<file path="config.mk">
export PLATFORM = sky130hd
export DESIGN_NAME = fpu_mul16_sigcore
export DESIGN_NICKNAME = d
export VERILOG_FILES = /design/src/rtl/fpu_mul16_sigcore_pkg.sv /design/src/rtl/fpu_mul16_sigcore_expcalc.sv /design/src/rtl/fpu_mul16_sigcore.sv
export SDC_FILE = /design/constraint.sdc
export NUM_CORES = 1
export LEC_CHECK = 0
export BUFFER_PORTS_ARGS = -buffer_cell sky130_fd_sc_hd__buf_2
export CAP_MARGIN = 20
export CORE_MARGIN = 3
export CORE_UTILIZATION = 50
export CTS_CLUSTER_SIZE = 20
export DETAILED_ROUTE_END_ITERATION = 6
export PLACE_DENSITY = 0.72
export SLEW_MARGIN = 20
export SYNTH_ARGS = -nofsm -noshare
export SYNTH_HDL_FRONTEND = slang
export SYNTH_HIERARCHICAL = 1
export SYNTH_SLANG_ARGS = --single-unit
</file>
<file path="constraint.sdc">
create_clock -name clk -period 4.3 [get_ports clk]
set_clock_uncertainty 0.2 [all_clocks]
set_input_delay 0.43 -clock clk [delete_from_list [all_inputs] [get_ports clk]]
set_output_delay 0.43 -clock clk [all_outputs]
set_load 0.05 [all_outputs]
</file>
<file path="src/rtl/fpu_mul16_sigcore_pkg.sv">
// ---------------------------------------------------------------------------
// fpu_mul16_sigcore_pkg
// Shared half-precision constants, the operand type and the multiplier FSM
// state type used by the iterative fp16 significand multiplier front end.
//
// Contents:
//   fp16_t        packed {sign, exp[4:0], frac[9:0]}
//   FP16_EXPW     exponent width (5)
//   FP16_FRACW    stored fraction width (10)
//   FP16_SIGW     significand width including the hidden bit (11)
//   FP16_BIAS     exponent bias (15)
//   FP16_EXPMAX   largest finite biased exponent (30)
//   mul_state_t   IDLE / MUL / DONE
//   fp16_sig()    significand with the hidden bit restored
// ---------------------------------------------------------------------------
package fpu_mul16_sigcore_pkg;

  localparam int FP16_EXPW   = 5;
  localparam int FP16_FRACW  = 10;
  localparam int FP16_SIGW   = FP16_FRACW + 1;
  localparam int FP16_BIAS   = 15;
  localparam int FP16_EXPMAX = 30;

  typedef struct packed {
    logic                  sign;
    logic [FP16_EXPW-1:0]  exp;
    logic [FP16_FRACW-1:0] frac;
  } fp16_t;

  typedef enum logic [1:0] {
    IDLE = 2'd0,
    MUL  = 2'd1,
    DONE = 2'd2
  } mul_state_t;

  // Hidden bit is set only for normal numbers; zero and subnormals keep it 0.
  function automatic logic [FP16_SIGW-1:0] fp16_sig(input fp16_t x);
    return {(x.exp != '0), x.frac};
  endfunction

endpackage

</file>
<file path="src/rtl/fpu_mul16_sigcore_expcalc.sv">
// ---------------------------------------------------------------------------
// fpu_mul16_sigcore_expcalc
// Combinational sign and exponent path of the fp16 multiplier. Produces the
// biased exponent of the unnormalised product along with the overflow flag
// and the right-shift distance needed when the product falls below emin.
//
// Ports:
//   sign1, sign2   in   operand signs
//   exp1, exp2     in   operand biased exponents
//   sign           out  product sign
//   ofin           out  exponent overflow (sum above FP16_EXPMAX)
//   unnorm_exp     out  biased exponent, 0 when the result is subnormal
//   denorm_diff    out  shift distance below emin, saturated at DENORM_CLAMP
// ---------------------------------------------------------------------------
module fpu_mul16_sigcore_expcalc
  import fpu_mul16_sigcore_pkg::*;
#(
  parameter int DENORM_CLAMP = 22
) (
  input  logic                  sign1,
  input  logic                  sign2,
  input  logic [FP16_EXPW-1:0]  exp1,
  input  logic [FP16_EXPW-1:0]  exp2,
  output logic                  sign,
  output logic                  ofin,
  output logic [FP16_EXPW-1:0]  unnorm_exp,
  output logic [FP16_FRACW-1:0] denorm_diff
);

  // Seven signed bits cover the full range 1+1-15 .. 31+31-15.
  logic        [6:0] e1_eff;
  logic        [6:0] e2_eff;
  logic signed [6:0] sum_exp;
  logic        [6:0] neg_exp;

  assign sign = sign1 ^ sign2;

  // Subnormals share emin with exponent 1, so a zero field counts as 1.
  always_comb begin
    e1_eff  = (exp1 == '0) ? 7'd1 : {2'b00, exp1};
    e2_eff  = (exp2 == '0) ? 7'd1 : {2'b00, exp2};
    sum_exp = signed'(e1_eff + e2_eff - 7'(FP16_BIAS));
    neg_exp = 7'(-sum_exp);
  end

  // Classify the exponent sum into overflow, normal range or below emin.
  always_comb begin
    ofin        = 1'b0;
    unnorm_exp  = '0;
    denorm_diff = '0;
    if (sum_exp > signed'(7'(FP16_EXPMAX))) begin
      ofin       = 1'b1;
      unnorm_exp = '1;
    end else if (sum_exp >= 7'sd1) begin
      unnorm_exp = sum_exp[FP16_EXPW-1:0];
    end else begin
      // Beyond the clamp every product bit is shifted out anyway.
      if (neg_exp >= 7'(DENORM_CLAMP)) begin
        denorm_diff = FP16_FRACW'(DENORM_CLAMP);
      end else begin
        denorm_diff = {{(FP16_FRACW-7){1'b0}}, neg_exp};
      end
    end
  end

endmodule

</file>
<file path="src/rtl/fpu_mul16_sigcore.sv">
// ---------------------------------------------------------------------------
// fpu_mul16_sigcore
// Iterative half-precision multiplier front end. Accepts two fp16 operands
// over valid/ready, forms the exact 22-bit significand product with a
// radix-2 shift-add loop (one multiplier bit per cycle, LSB first) and
// presents the unnormalised result in the form the downstream normaliser
// consumes.
//
// Ports:
//   clk, rst_n        clock, asynchronous active-low reset
//   in_valid/in_ready operand handshake (ready only in IDLE)
//   fpuIn1, fpuIn2    multiplicand / multiplier (fp16_t)
//   out_valid/out_ready result handshake
//   unnormSign        product sign
//   unnormInt         integer bits of the significand product
//   unnormFrac        PFW fractional bits of the significand product
//   unnormExp         biased exponent, 0 when subnormal
//   denormDiff        right-shift distance below emin
//   sticky            constant 0, the product is exact
//   OFin              exponent overflow
//
// Build option:
//   FPU_MUL_EARLY_OUT_EN  skip the loop for zero significands and stop once
//                         the remaining multiplier bits are all zero.
// ---------------------------------------------------------------------------
module fpu_mul16_sigcore
  import fpu_mul16_sigcore_pkg::*;
#(
  parameter int PFW          = 20,
  parameter int DENORM_CLAMP = 22
) (
  input  logic                  clk,
  input  logic                  rst_n,
  input  logic                  in_valid,
  output logic                  in_ready,
  input  fp16_t                 fpuIn1,
  input  fp16_t                 fpuIn2,
  output logic                  out_valid,
  input  logic                  out_ready,
  output logic                  unnormSign,
  output logic [1:0]            unnormInt,
  output logic [PFW-1:0]        unnormFrac,
  output logic [FP16_EXPW-1:0]  unnormExp,
  output logic [FP16_FRACW-1:0] denormDiff,
  output logic                  sticky,
  output logic                  OFin
);

  localparam int ACCW = PFW + 2;

  mul_state_t state;
  mul_state_t state_next;

  logic [FP16_SIGW-1:0]  sig1;
  logic [FP16_SIGW-1:0]  sig2;
  logic [FP16_SIGW-1:0]  mcand;
  logic [FP16_SIGW-1:0]  mplier;
  logic [3:0]            count;
  logic [ACCW-1:0]       acc;
  logic [ACCW-1:0]       addend;
  logic                  out_valid_q;
  logic                  accept;
  logic                  handoff;
  logic                  mul_finish;

  logic                  calc_sign;
  logic                  calc_of;
  logic [FP16_EXPW-1:0]  calc_exp;
  logic [FP16_FRACW-1:0] calc_dd;
  logic                  sign_q;
  logic                  of_q;
  logic [FP16_EXPW-1:0]  exp_q;
  logic [FP16_FRACW-1:0] dd_q;

  assign sig1 = fp16_sig(fpuIn1);
  assign sig2 = fp16_sig(fpuIn2);

  fpu_mul16_sigcore_expcalc #(
    .DENORM_CLAMP (DENORM_CLAMP)
  ) u_expcalc (
    .sign1       (fpuIn1.sign),
    .sign2       (fpuIn2.sign),
    .exp1        (fpuIn1.exp),
    .exp2        (fpuIn2.exp),
    .sign        (calc_sign),
    .ofin        (calc_of),
    .unnorm_exp  (calc_exp),
    .denorm_diff (calc_dd)
  );

  assign in_ready = (state == IDLE);
  assign accept   = (state == IDLE) && in_valid;
  // Handoff only counts once out_valid is actually visible downstream.
  assign handoff  = (state == DONE) && out_valid_q && out_ready;
  assign addend   = ACCW'(mcand) << count;

`ifdef FPU_MUL_EARLY_OUT_EN
  logic                 early_zero;
  logic [FP16_SIGW-1:0] remaining;

  assign early_zero = (sig1 == '0) || (sig2 == '0);

  // Multiplier bits above the one processed this cycle; once empty, the
  // accumulator already holds the full product.
  always_comb begin
    remaining  = mplier >> (count + 4'd1);
    mul_finish = (count == 4'(FP16_FRACW)) || (remaining == '0);
  end
`else
  assign mul_finish = (count == 4'(FP16_FRACW));
`endif

  // State register.
  always_ff @(posedge clk or negedge rst_n) begin
    if (!rst_n) begin
      state <= IDLE;
    end else begin
      state <= state_next;
    end
  end

  // Next-state logic.
  always_comb begin
    state_next = state;
    unique case (state)
      IDLE: begin
        if (in_valid) begin
`ifdef FPU_MUL_EARLY_OUT_EN
          state_next = early_zero ? DONE : MUL;
`else
          state_next = MUL;
`endif
        end
      end
      MUL: begin
        if (mul_finish) begin
          state_next = DONE;
        end
      end
      DONE: begin
        if (handoff) begin
          state_next = IDLE;
        end
      end
      default: state_next = IDLE;
    endcase
  end

  // Operand capture and shift-add accumulation.
  always_ff @(posedge clk or negedge rst_n) begin
    if (!rst_n) begin
      mcand  <= '0;
      mplier <= '0;
      count  <= '0;
      acc    <= '0;
      sign_q <= 1'b0;
      of_q   <= 1'b0;
      exp_q  <= '0;
      dd_q   <= '0;
    end else if (accept) begin
      mcand  <= sig1;
      mplier <= sig2;
      count  <= '0;
      acc    <= '0;
      sign_q <= calc_sign;
      of_q   <= calc_of;
      exp_q  <= calc_exp;
      dd_q   <= calc_dd;
    end else if (state == MUL) begin
      if (mplier[count]) begin
        acc <= acc + addend;
      end
      count <= count + 4'd1;
    end
  end

  // out_valid rises one edge after DONE is entered and falls on handoff,
  // so a new operand can only be taken the cycle after the handoff.
  always_ff @(posedge clk or negedge rst_n) begin
    if (!rst_n) begin
      out_valid_q <= 1'b0;
    end else if (handoff) begin
      out_valid_q <= 1'b0;
    end else if (state == DONE) begin
      out_valid_q <= 1'b1;
    end
  end

  assign out_valid  = out_valid_q;
  assign unnormSign = sign_q;
  assign unnormInt  = acc[ACCW-1:PFW];
  assign unnormFrac = acc[PFW-1:0];
  assign unnormExp  = exp_q;
  assign denormDiff = dd_q;
  assign sticky     = 1'b0;
  assign OFin       = of_q;

endmodule
</file>
* After elaboration in Yosys (flattened, before gate mapping) *
Cells that the tools add are included.
W data, S select, Z words.

storage, ports and cells
  flip-flop bits (word level) = 68
  input port bits = 36
  output and inout bits = 42
  word-level logic and storage cells = 61

operators by class
  $add $sub $neg = 5
  order comparisons = 4
  eq/ne operators = 6
  shift operators = 1
  multiplexer cells = 21
  bitwise gates (word level) = 1
  reductions and logical operators = 13

operators with widths
  operator               number
  $mux W22               3
  $add A22 B22 Y22       1
  $shl A11 B4 Y22        1
  $mux W10               2
  $mux W5                4
  $logic_not A5 Y1       2
  $reduce_bool A5 Y1     2
  $mux W4                2
  $add A7 B7 Y7          1
  $ge A7 B2 Y1 const B   1
  $ge A7 B5 Y1 const B   1
  $gt A7 B6 Y1 const B   1
  $mux W7                1
  $neg A7 Y7             1
  $sub A7 B4 Y7 const B  1
  $mux W2                3
  $ne A2 B2 Y1 const B   3
  $pmux W2 S3            1
  $reduce_bool A2 Y1     3
  $lt A4 B5 Y1 const B   1
  $add A4 B1 Y4 const B  1
  $bmux W1 S4            1
  $eq A4 B4 Y1 const B   1
  $mux W1                4
  7 further kinds        9

* Longest topological paths before layout *
Gate-level depths: netlist (run 1).

  depth after elaboration = 9
  depth in mapped cells = 17
  mapped depth without buffers = 15

* Hierarchy *
The synthesis (run 1) kept the hierarchy.

modules (own cells, without submodules)
  module                     times used  cells an instance  area an instance (sq um)  sequential area each (sq um)
  fpu_mul16_sigcore          1           518                4287.9                    1701.6
  fpu_mul16_sigcore_expcalc  1           110                762.0                     0.0

* Least setup slack after synthesis (run 1) *
No wires, ideal clock.

  path kind = reg-to-reg
  start = register count[1]
  end = register acc[18]
  arrival time = 3.039 ns
  setup slack = 0.937 ns
  stages on the path, launching flop included = 17
  cells stage by stage = dfrtp_1 buf_2 buf_2 mux2i_1 nand2_1 o21ai_0 mux2i_1 and2_1 ha_1 and3_1 nor2_1 a21oi_1 a31oi_2 o21ai_0 a21oi_1 mux2i_1 nand2_1

on the way
  longest elaborated chain between the ends = 5

RTL lines
  element                   line                      RTL
  start: declaration        fpu_mul16_sigcore.sv:58   logic [3:0] count;
  start signal: assignment  fpu_mul16_sigcore.sv:173  count <= count + 4'd1;
  $shl A11 B4 Y22           fpu_mul16_sigcore.sv:95   assign addend = ACCW'(mcand) << count;
  $add A22 B22 Y22          fpu_mul16_sigcore.sv:171  acc <= acc + addend;
  $mux W22                  fpu_mul16_sigcore.sv:170  if (mplier[count]) begin
  $mux W22                  fpu_mul16_sigcore.sv:169  end else if (state == MUL) begin
  $mux W22                  fpu_mul16_sigcore.sv:160  end else if (accept) begin
  end signal: assignment    fpu_mul16_sigcore.sv:171
  end: declaration          fpu_mul16_sigcore.sv:59   logic [ACCW-1:0] acc;

Parallel ways exist; a longest one is shown, timed or not. The select of a mux whose other input is x is not followed.
A chain may end at the register's enable or synchronous reset.

* Worst setup path after layout (run 1) *
Same ends and word-level chain as after synthesis.

==> impl_summary.log, run 1 <==
[metrics] library cell appearing most often on the critical path: a21oi_1
[metrics] synthesized cell area: 0.00505 sq mm
[metrics] uppermost routed layer: met4
[metrics] Clock Tree Root: clkbuf_8
[metrics] worst path buffer plus inverter count: 0
[metrics] global-route wire length before repair: 20.8 mm
[metrics] area fraction of the dominant cell type after synthesis: 0.337
[metrics] kind of cell adding the most delay to the critical path: compound AO/OA/AOI/OAI gates
[metrics] combinational family with the most area after synthesis: simple AND/OR/NAND/NOR gates
[metrics] share of flip-flops with an asynchronous set or reset after synthesis: 1.00
[metrics] area of the die: 0.0113 sq mm
[metrics] remaining max-slew budget at the tightest pin: 0.415
[metrics] total DRC errors in the routed layout: 0
[metrics] P per Cell Area: 915 mW/mm^2
[metrics] total number of vias: 4510
[metrics] horizontal die dimension: 106 microns
[metrics] synthesized-area fraction occupied by and/or/nand/nor cells: 0.254
[metrics] drt first pass iters: 5
[metrics] kind of critical path: reg2reg
[metrics] count of maximum capacitance violations: 0
[metrics] hold_ws: 0.0588 ns
[metrics] Reg power frac: 0.232
[metrics] maximum number of pins on one net before global-route repair: 40
[metrics] Max Fanout on Critical Path: 15
[metrics] slowest cell delay on critical path: 0.72 ns
[metrics] Required @ worst endpoint: 4.34 ns
[metrics] met2 WL post-DR: 5.50 mm
[metrics] run status: complete, no violations
[metrics] overall global routing resource usage: 0.224
[metrics] Clk Latency, worst-skew pair: 0.36 ns
[metrics] Setup crit start kind: flop
[metrics] number of H-tree branching levels: 3
[metrics] number of placement rows: 36
[metrics] count of nets left with antenna violations after detail routing: 0
[metrics] CP Data Arrival Time: 3.92 ns
[metrics] Avg Synthesized Cell Area: 8.04 sq um
[metrics] mean number of vias per cell: 5.47
[metrics] adder-cell area share of the yosys netlist: 0.0946
[metrics] Iteration-0 DRC Markers: 243
[metrics] post-route clock period utilization: 0.902
[metrics] xor and xnor area share after synthesis: 0.0429
[metrics] portion of the post-synthesis area used by sequential elements: 0.337
[metrics] CTS buffer count: 9
[metrics] Placer Congestion: 0.919
[metrics] endpoint class of the critical path: flop
[metrics] share of cells above drive strength 1: 0.188
[metrics] synthesized instance count: 628
[metrics] cells traversed along the worst timing path: mux2_2, nor2_1, a21oi_1, mux2_2, nand2_1, o21ai_0, ha_1, a21oi_1, and2_1, nand4_1, a31oi_2, o21ai_0, a21oi_1, mux2i_1, nand2_1
[metrics] via count of the first global-routing pass: 4352
[metrics] clock sink count: 68
[metrics] total congestion overflow: 0
[metrics] most frequently used flop master after synthesis: dfrtp_1
[metrics] setup-violating endpoint count in the final report: 0
[metrics] average wire length per cell after detail routing: 14.8 microns
[metrics] fraction of the mapped netlist area in compound gates: 0.161
[metrics] largest cells by area after synthesis: dfrtp_1 (34%), nand2_1 (11%), ha_1 (8.7%), o21ai_0 (3.5%), nor2_1 (3.4%)
[metrics] power spent charging and discharging nets: 2.80 mW
[metrics] number of distinct library cells after synthesis: 69
[metrics] number of flip-flops and latches in the synthesized netlist: 68
[metrics] Initial Util: 0.517
[metrics] Synth-to-Final Area Change: 11.9%
[metrics] TritonCTS clock tree: built
[metrics] # fillers: 935
[metrics] Lkg Pwr: 2.82 nW
[metrics] Detailed Route WL: 12.2 mm
[metrics] number of synthesized flops with an enable pin: 0
[metrics] proportion of synthesized area in mux cells: 0.0515
[metrics] number of pins with negative max-slew slack in the final report: 0
[metrics] amount of wire on met3 after detailed routing: 530 microns
[metrics] Ys Warns: 6
[metrics] Synth area leader: dfrtp_1
[metrics] Switching Share: 0.541
[metrics] Internal Power: 2.37 mW
[metrics] worst voltage drop across the vdd grid: 514 uV
[metrics] Logic pwr share: 0.678
[metrics] slew at the pin with the worst max-slew slack: 0.874 ns
[metrics] Clk network pwr share: 0.091
[metrics] height of the die: 106 microns
[metrics] Tightest Hold Check Type: in2reg
[metrics] Max Freq: 258 MHz
[metrics] ant diodes: 0
[metrics] cts repair resizes: 0
[metrics] clock-pin slew on the worst setup and hold paths: 0.08 ns
[metrics] largest buffer count on any clock path: 2
[metrics] unrepaired setup endpoints after global routing: no
[metrics] Placeable Area: 0.00977 sq mm
[metrics] power after layout: 5.17 mW
[metrics] final setup TNS: 0 ns
[metrics] minimum period implied by the final worst setup slack: 3.88 ns
[metrics] number of buffer cells added on primary ports: 76
[metrics] final-stage net count: 761
[metrics] Boundary Pins: 78
[metrics] number of antenna violations at the first check in global routing: 0
[metrics] final hold violation count: 0
[metrics] Critical Path Slowest Stage Cell: dfrtp_1
[metrics] Post-DP HPWL: 9.40 mm
[metrics] wire length on met1: 5.89 mm
## layout make-up
type	instances	area (sq um)	share of cell area
clock buffer	9	124	0.0219
clock inverter	6	41.3	0.00730
inverter	24	90.1	0.0159
multi-input combinational	499	3070	0.543
sequential	68	1700	0.301
tap	133	166	0.0294
timing repair buffer	86	458	0.0810
## stage by stage
| step | cells | cell area (sq um) | utilization | setup WS (ns) |
|---|---|---|---|---|
| finish | 825 | 5650 | 0.578 | 0.421 |
| floorplan | 632 | 5060 | - | 0.937 |
| global route | 825 | 5650 | 0.578 | 0.160 |
| global placement | 809 | 5480 | 0.560 | 0.561 |
| detailed placement | 809 | 5480 | 0.560 | 0.431 |
| CTS | 825 | 5650 | 0.578 | 0.426 |
## cells in the mapped netlist (9+ instances only)
cell / n
ha_1: 35
a31oi_1: 9
o21ai_0: 35
nand2_1: 147
a21oi_1: 34
clkbuf_1: 23
nand3_1: 25
nor3_1: 10
nor2_1: 46
inv_1: 21
xor2_1: 11
nand4_1: 9
mux2i_1: 17
xnor2_1: 10
dfrtp_1: 68
## flip-flops by register name, summed over array words and instances, names as in the netlist
signal and cells:
acc 22, mcand 11, mplier 11, denormDiff 10, unnormExp 5, count 4
state 2, OFin 1, out_valid 1, unnormSign 1
## cells by family (layout without fill, tap and decap cells)
| logic type | Yosys count | count (layout) |
|---|---|---|
| and+or+nand+nor | 283 | 283 |
| AOI/OAI and AO/OA | 126 | 126 |
| DFF | 68 | 68 |
| buffers and inverters | 65 | 125 |
| adders and majority gates | 37 | 37 |
| muxes | 24 | 24 |
| xor gates and xnor gates | 23 | 23 |
| other | 2 | 6 |
## cells in the final DEF (no fill, tap or decap), drive strengths merged, types with 8 or more instances in the layout
cell / instances
a21o: 8
a21oi: 36
a31oi: 11
buf: 85
clkbuf: 9
dfrtp: 68
ha: 35
inv: 24
mux2i: 17
nand2: 148
nand3: 25
nand4: 9
nor2: 46
nor2b: 8
nor3: 12
o21ai: 40
xnor2: 11
xor2: 12
## what timing repair did
action / 4_1_cts / 5_1_grt
setup buffers: 0 / 0
hold buffers: 1 / 0
endpoints found under the hold margin: 31 / 0
## routing by layer
| layer | global-route usage | vias to the layer above |
|---|---|---|
| met1 | 0.308 | 2104 |
| met3 | 0.0389 | 21 |
| met5 | 0 | - |
| met2 | 0.354 | 110 |
| met4 | 0.0849 | 0 |
| li1 | - | 2275 |
## worst reg2reg max path, cell delays in order, from the launching register on
cell,delay (ns)
dfrtp_1,0.72
mux2_2,0.42
nor2_1,0.08
a21oi_1,0.06
mux2_2,0.29
nand2_1,0.07
o21ai_0,0.10
ha_1,0.35
a21oi_1,0.19
and2_1,0.16
nand4_1,0.13
a31oi_2,0.31
o21ai_0,0.19
a21oi_1,0.21
mux2i_1,0.21
nand2_1,0.07
## final timing paths
check                           from            end  slack (ns)  cells past startpoint
max in group asynchronous      rst_n  denormDiff[1]        2.50                      3
hold / removal             fpuIn2[3]      mplier[3]        0.06                      3
hold reg to reg              acc[21]        acc[21]        0.27                      1
setup / recovery            count[1]        acc[18]        0.42                     15
min in group asynchronous      rst_n         acc[6]        0.47                      2
setup reg to reg            count[1]        acc[18]        0.42                     15
## power by group through the flow
stage | combinational (mW) | sequential [mW] | clock, mW
global placement | 3.44 | 1.20 | 0
floorplan | 2.31 | 1.63 | 0
detailed placement | 3.50 | 1.21 | 0
CTS | 3.51 | 1.20 | 0.479
finish | 3.50 | 1.20 | 0.469
global route | 3.88 | 1.24 | 0.508
Power figures use the tool's default switching activity.
==> run 2: changes to the inputs <==
--- a/config.mk
+++ b/config.mk
@@ -8,10 +8,10 @@
 export BUFFER_PORTS_ARGS = -buffer_cell sky130_fd_sc_hd__buf_2
 export CAP_MARGIN = 20
 export CORE_MARGIN = 3
-export CORE_UTILIZATION = 50
+export CORE_UTILIZATION = 30
 export CTS_CLUSTER_SIZE = 20
 export DETAILED_ROUTE_END_ITERATION = 6
-export PLACE_DENSITY = 0.72
+export PLACE_DENSITY = 0.48
 export SLEW_MARGIN = 20
 export SYNTH_ARGS = -nofsm -noshare
 export SYNTH_HDL_FRONTEND = slang
==> run 2 against run 1 <==
Cell count is 9.8% higher. Non-clock buffer count is 3 lower. Setup slack better by 0.013 ns. Design area is 4.4% higher. Flip-flop and latch count stayed put. Clock-buffer cell count is 2 higher. Critical path type unchanged. Critical endpoint unchanged. Largest cell class unchanged.
==> impl_summary.log, run 2 (synthesis gave the netlist of run 1 again) <==
[metrics] worst voltage drop across the vdd grid: 424 uV
[metrics] height of the die: 136 microns
[metrics] TritonCTS clock tree: built
[metrics] total DRC errors in the routed layout: 0
[metrics] largest buffer count on any clock path: 2
[metrics] maximum number of pins on one net before global-route repair: 49
[metrics] count of nets left with antenna violations after detail routing: 0
[metrics] Initial Util: 0.312
[metrics] number of placement rows: 46
[metrics] Placeable Area: 0.0162 sq mm
[metrics] number of buffers added to fix hold violations after cts: 0
[metrics] run status: complete, no violations
[metrics] kind of cell adding the most delay to the critical path: compound AO/OA/AOI/OAI gates
[metrics] Worst Setup Slack post-DPL: 0.504 ns
[metrics] Clk network pwr share: 0.150
[metrics] number of antenna violations at the first check in global routing: 0
[metrics] setup-violating endpoint count in the final report: 0
[metrics] Logic pwr share: 0.632
[metrics] number of buffer cells added on primary ports: 76
[metrics] number of pins with negative max-slew slack in the final report: 0
[metrics] CTS buffer count: 9
[metrics] drt first pass iters: 5
[metrics] max reg flops: 22
[metrics] cells traversed along the worst timing path: mux2_2, nor2_1, a21oi_1, mux2_2, nand2_1, o21ai_0, ha_1, a21oi_1, and2_1, nand4_1, a31oi_2, o21ai_0, a21oi_1, mux2i_1, nand2_1
[metrics] kind of critical path: reg2reg
[metrics] hold_ws: 0.0212 ns
[metrics] minimum period implied by the final worst setup slack: 3.87 ns
[metrics] Clock Tree Root: clkbuf_16
[metrics] clock sink count: 68
[metrics] Reg power frac: 0.219
[metrics] PnR worst setup slack: 0.434 ns
[metrics] average wire length per cell after detail routing: 14.8 microns
[metrics] remaining max-slew budget at the tightest pin: 0.379
[metrics] Clk Latency, worst-skew pair: 0.34 ns
[metrics] post-layout instance area: 0.00590 sq mm
[metrics] leading cell type in the layout, fill and taps excluded: nand2_1
[metrics] post-route clock period utilization: 0.899
[metrics] Detailed Route WL: 13.4 mm
[metrics] Max Fanout on Critical Path: 15
[metrics] Switching Share: 0.515
[metrics] share of cells above drive strength 1: 0.188
[metrics] global-route wire length before repair: 22.4 mm
[metrics] endpoint class of the critical path: flop
[metrics] Max Freq: 259 MHz
[metrics] Lkg Pwr: 2.88 nW
[metrics] highest-count cells in the layout ignoring fill and taps: nand2_1 (146), buf_2 (76), dfrtp_1 (68)
[metrics] clock-pin slew on the worst setup and hold paths: 0.06 ns
[metrics] number of H-tree branching levels: 3
[metrics] Critical Path Slowest Stage Cell: dfrtp_1
[metrics] count of maximum capacitance violations: 0
[metrics] overall global routing resource usage: 0.152
[metrics] number of buffers inserted by post-CTS setup repair: 0
[metrics] Required @ worst endpoint: 4.31 ns
[metrics] Post-DP HPWL: 10.3 mm
[metrics] horizontal die dimension: 136 microns
[metrics] Setup crit start kind: flop
[metrics] largest reg by FF count: acc
[metrics] power spent charging and discharging nets: 2.86 mW
[metrics] area of the die: 0.0184 sq mm
[metrics] slew at the pin with the worst max-slew slack: 0.932 ns
[metrics] P per Cell Area: 940 mW/mm^2
[metrics] mean number of vias per cell: 4.97
[metrics] final hold violation count: 0
[metrics] total number of vias: 4500
[metrics] final-stage net count: 758
[metrics] library cell appearing most often on the critical path: a21oi_1
[metrics] cts repair resizes: 0
[metrics] Final Util: 0.365
[metrics] Boundary Pins: 78
[metrics] worst path buffer plus inverter count: 0
[metrics] final setup TNS: 0 ns
[metrics] Internal Power: 2.69 mW
[metrics] unrepaired setup endpoints after global routing: no
[metrics] total congestion overflow: 0
[metrics] Tightest Hold Check Type: in2async
[metrics] largest registers in the final layout: acc x22, mcand x11, mplier x11
[metrics] Placer Congestion: 0.877
[metrics] ant diodes: 0
[metrics] Area after DPL: 0.00557 sq mm
[metrics] Iteration-0 DRC Markers: 197
[metrics] CP Data Arrival Time: 3.88 ns
[metrics] Synth-to-Final Area Change: 16.9%
[metrics] slowest cell delay on critical path: 0.69 ns
[metrics] via count of the first global-routing pass: 4522
[run 2: per-stage QoR]
step | total power, mW | instances
after floorplan | 3.95 | 632
after global placement | 4.68 | 890
after detailed placement | 4.72 | 890
after CTS | 5.59 | 906
after global routing | 6.04 | 906
final | 5.55 | 906
[run 2: final timing paths]
check,depth (start not counted),to,slack [ns],startpoint
min,1,acc[5],0.02,rst_n
max reg2reg,15,acc[18],0.43,count[1]
max in group asynchronous,2,mcand[1],2.95,rst_n
min in group clk,3,mcand[9],0.08,fpuIn1[9]
min reg2reg,2,mplier[8],0.27,mplier[8]
max,15,acc[18],0.43,count[1]
[run 2: layer usage]
metal,part of all wire,global-route usage
met1,0.48,0.199
met2,0.46,0.242
met3,0.042,0.0342
met4,0.023,0.0649
met5,0,0
[run 2: power by group through the flow]
| stage | sequential, mW | clock (mW) | combinational [mW] |
|---|---|---|---|
| finish | 1.21 | 0.830 | 3.51 |
| floorplan | 1.63 | 0 | 2.31 |
| CTS | 1.22 | 0.853 | 3.52 |
| detailed placement | 1.22 | 0 | 3.50 |
| global route | 1.26 | 0.882 | 3.89 |
| global placement | 1.22 | 0 | 3.46 |
[run 2: area by class of cell]
type	instances	area (sq um)
fill	1711	10300
sequential	68	1700
tap	216	270
multi-input combinational	499	3070
inverter	24	90.1
timing repair buffer	83	433
clock buffer	11	253
clock inverter	5	83.8
==> run 3: changes to the inputs <==
--- a/config.mk
+++ b/config.mk
@@ -8,10 +8,10 @@
 export BUFFER_PORTS_ARGS = -buffer_cell sky130_fd_sc_hd__buf_2
 export CAP_MARGIN = 20
 export CORE_MARGIN = 3
-export CORE_UTILIZATION = 30
+export CORE_UTILIZATION = 25
 export CTS_CLUSTER_SIZE = 20
 export DETAILED_ROUTE_END_ITERATION = 6
-export PLACE_DENSITY = 0.48
+export PLACE_DENSITY = 0.42
 export SLEW_MARGIN = 20
 export SYNTH_ARGS = -nofsm -noshare
 export SYNTH_HDL_FRONTEND = slang
==> run 3 against run 2 <==
Setup slack improved by 0.016 ns. Global-route usage fell by 2.1 points. Non-clock buffer count did not move. Total power fell by 0.54%. Clock power fell by 6.4%. Via count barely moved. Largest cell class unchanged.
==> impl_summary.log, run 3 (synthesis gave the netlist of run 1 again) <==
[metrics] routing usage on met2: 0.211
[metrics] largest reg by FF count: acc
[metrics] Top Usage Layer GRT: met2
[metrics] Post-DP HPWL: 10.6 mm
[metrics] largest buffer count on any clock path: 2
[metrics] P per Cell Area: 929 mW/mm^2
[metrics] number of H-tree branching levels: 3
[metrics] cts repair resizes: 0
[metrics] slew at the pin with the worst max-slew slack: 0.957 ns
[metrics] mean number of vias per cell: 4.71
[metrics] Max Freq: 260 MHz
[metrics] post-route clock period utilization: 0.895
[metrics] TritonCTS clock tree: built
[metrics] Detailed Route WL: 13.9 mm
[metrics] run status: complete, no violations
[metrics] leading cell type in the layout, fill and taps excluded: nand2_1
[metrics] power after layout: 5.52 mW
[metrics] kind of critical path: reg2reg
[metrics] Required @ worst endpoint: 4.32 ns
[metrics] power spent charging and discharging nets: 2.89 mW
[metrics] clock sink count: 68
[metrics] area of the die: 0.0219 sq mm
[metrics] Reg power frac: 0.219
[metrics] number of buffers added to fix hold violations after cts: 0
[metrics] Final Util: 0.302
[metrics] maximum number of pins on one net before global-route repair: 69
[metrics] slowest cell delay on critical path: 0.66 ns
[metrics] unrepaired setup endpoints after global routing: no
[metrics] CP Data Arrival Time: 3.87 ns
[metrics] Max Fanout on Critical Path: 14
[metrics] Clock Tree Root: clkbuf_16
[metrics] count of maximum capacitance violations: 0
[metrics] remaining max-slew budget at the tightest pin: 0.362
[metrics] final-stage net count: 758
[metrics] overall global routing resource usage: 0.131
[metrics] Iteration-0 DRC Markers: 156
[metrics] highest-count cells in the layout ignoring fill and taps: nand2_1 (146), buf_2 (75), dfrtp_1 (68)
[metrics] Clk network pwr share: 0.141
[metrics] number of buffer cells added on primary ports: 76
[metrics] total number of vias: 4499
[metrics] Boundary Pins: 78
[metrics] Switching Share: 0.524
[metrics] setup-violating endpoint count in the final report: 0
[metrics] clock-pin slew on the worst setup and hold paths: 0.06 ns
[metrics] number of antenna violations at the first check in global routing: 0
[metrics] number of pins with negative max-slew slack in the final report: 0
[metrics] share of cells above drive strength 1: 0.188
[metrics] Setup crit start kind: flop
[metrics] number of buffers inserted by post-CTS setup repair: 0
[metrics] Placer Congestion: 0.861
[metrics] minimum period implied by the final worst setup slack: 3.85 ns
[metrics] max reg flops: 22
[metrics] Initial Util: 0.257
[metrics] cells traversed along the worst timing path: mux2_2, nor2_1, a21oi_1, mux2_2, nand2_1, o21ai_0, ha_1, a21oi_1, and2_1, nand4_1, a31oi_2, o21ai_0, a21oi_1, mux2i_1, nand2_1
[metrics] Tightest Hold Check Type: in2async
[metrics] Internal Power: 2.63 mW
[metrics] largest registers in the final layout: acc x22, mcand x11, mplier x11
[metrics] endpoint class of the critical path: flop
[metrics] reg2reg start: count[1]
[metrics] worst voltage drop across the vdd grid: 359 uV
[metrics] number of cell instances on the worst register-to-register path: 15
[metrics] drt first pass iters: 4
[metrics] CTS buffer count: 9
[metrics] total DRC errors in the routed layout: 0
[metrics] via count of the first global-routing pass: 4502
[metrics] global-route wire length before repair: 23.3 mm
[metrics] global-route track usage on met3: 0.0308
[metrics] final setup TNS: 0 ns
[metrics] total congestion overflow: 0
[metrics] Worst R2R End: acc[18]
[metrics] number of placement rows: 51
[metrics] count of nets left with antenna violations after detail routing: 0
[metrics] library cell appearing most often on the critical path: a21oi_1
[metrics] Placeable Area: 0.0197 sq mm
[metrics] M1 GR Usage: 0.172
[metrics] Logic pwr share: 0.640
[metrics] final hold violation count: 0
[metrics] Critical Path Slowest Stage Cell: dfrtp_1
[metrics] register-to-register path setup slack: 0.45 ns
[metrics] average wire length per cell after detail routing: 14.6 microns
[metrics] ant diodes: 0
[metrics] height of the die: 148 microns
[metrics] Lkg Pwr: 2.87 nW
[metrics] Clk Latency, worst-skew pair: 0.34 ns
[metrics] Synth-to-Final Area Change: 17.7%
[metrics] horizontal die dimension: 148 microns
[run 3: changes by cell type in the layout (fill, tap and decap cells not counted)]
cell	delta
buf_2	-1
buf_4	+1
bufinv_16	-1
clkbuf_8	-1
clkinv_4	+1
inv_6	+1
[run 3: critical path, delay by kind of cell, from the launching register on]
kind	cells	cell delay, ns
compound gates	6	1.10
mux	3	0.88
flops	1	0.66
simple gates	5	0.52
fa+ha+maj	1	0.35
[run 3: layout make-up]
cell class	count	area (sq um)
clock buffers	10	239
clock inverters	6	71.3
fillers	2201	13700
inverters	24	90.1
multi-input cells	499	3070
flip-flops and latches	68	1700
well taps	265	332
repair buffers	83	435
[run 3: how the worst max path moves through the flow]
stage / cells past startpoint / slack [ns] / from / to
after floorplan: 16 / 0.94 / count[1] / acc[18]
after global placement: 15 / 0.51 / count[1] / acc[18]
after detailed placement: 15 / 0.46 / count[1] / acc[18]
after CTS: 15 / 0.45 / count[1] / acc[18]
after global routing: 15 / 0.11 / count[1] / acc[18]
final: 15 / 0.45 / count[1] / acc[18]
[run 3: power groups by stage]
stage | Combinational [mW] | Clock, mW | Sequential [mW]
detailed placement | 3.56 | 0 | 1.22
global route | 3.93 | 0.834 | 1.25
CTS | 3.57 | 0.804 | 1.21
floorplan | 2.31 | 0 | 1.63
finish | 3.54 | 0.777 | 1.21
global placement | 3.55 | 0 | 1.22
[run 3: layer usage]
metal  part of all wire  wire length [microns]
met3              0.043                    593
met2               0.46                   6470
met1               0.47                   6550
met5                  0                      0
met4              0.023                    321
[run 3: through the flow]
stage	instance area, sq um	worst slack (ns)	hold slack [ns]	std cells
5_1_grt	5940	0.113	0.0813	955
2_1_floorplan	5060	0.937	-0.0656	632
3_3_place_gp	5630	0.513	0.258	939
4_1_cts	5940	0.446	0.0633	955
6_report	5940	0.450	0.0325	955
3_5_place_dp	5630	0.465	0.257	939
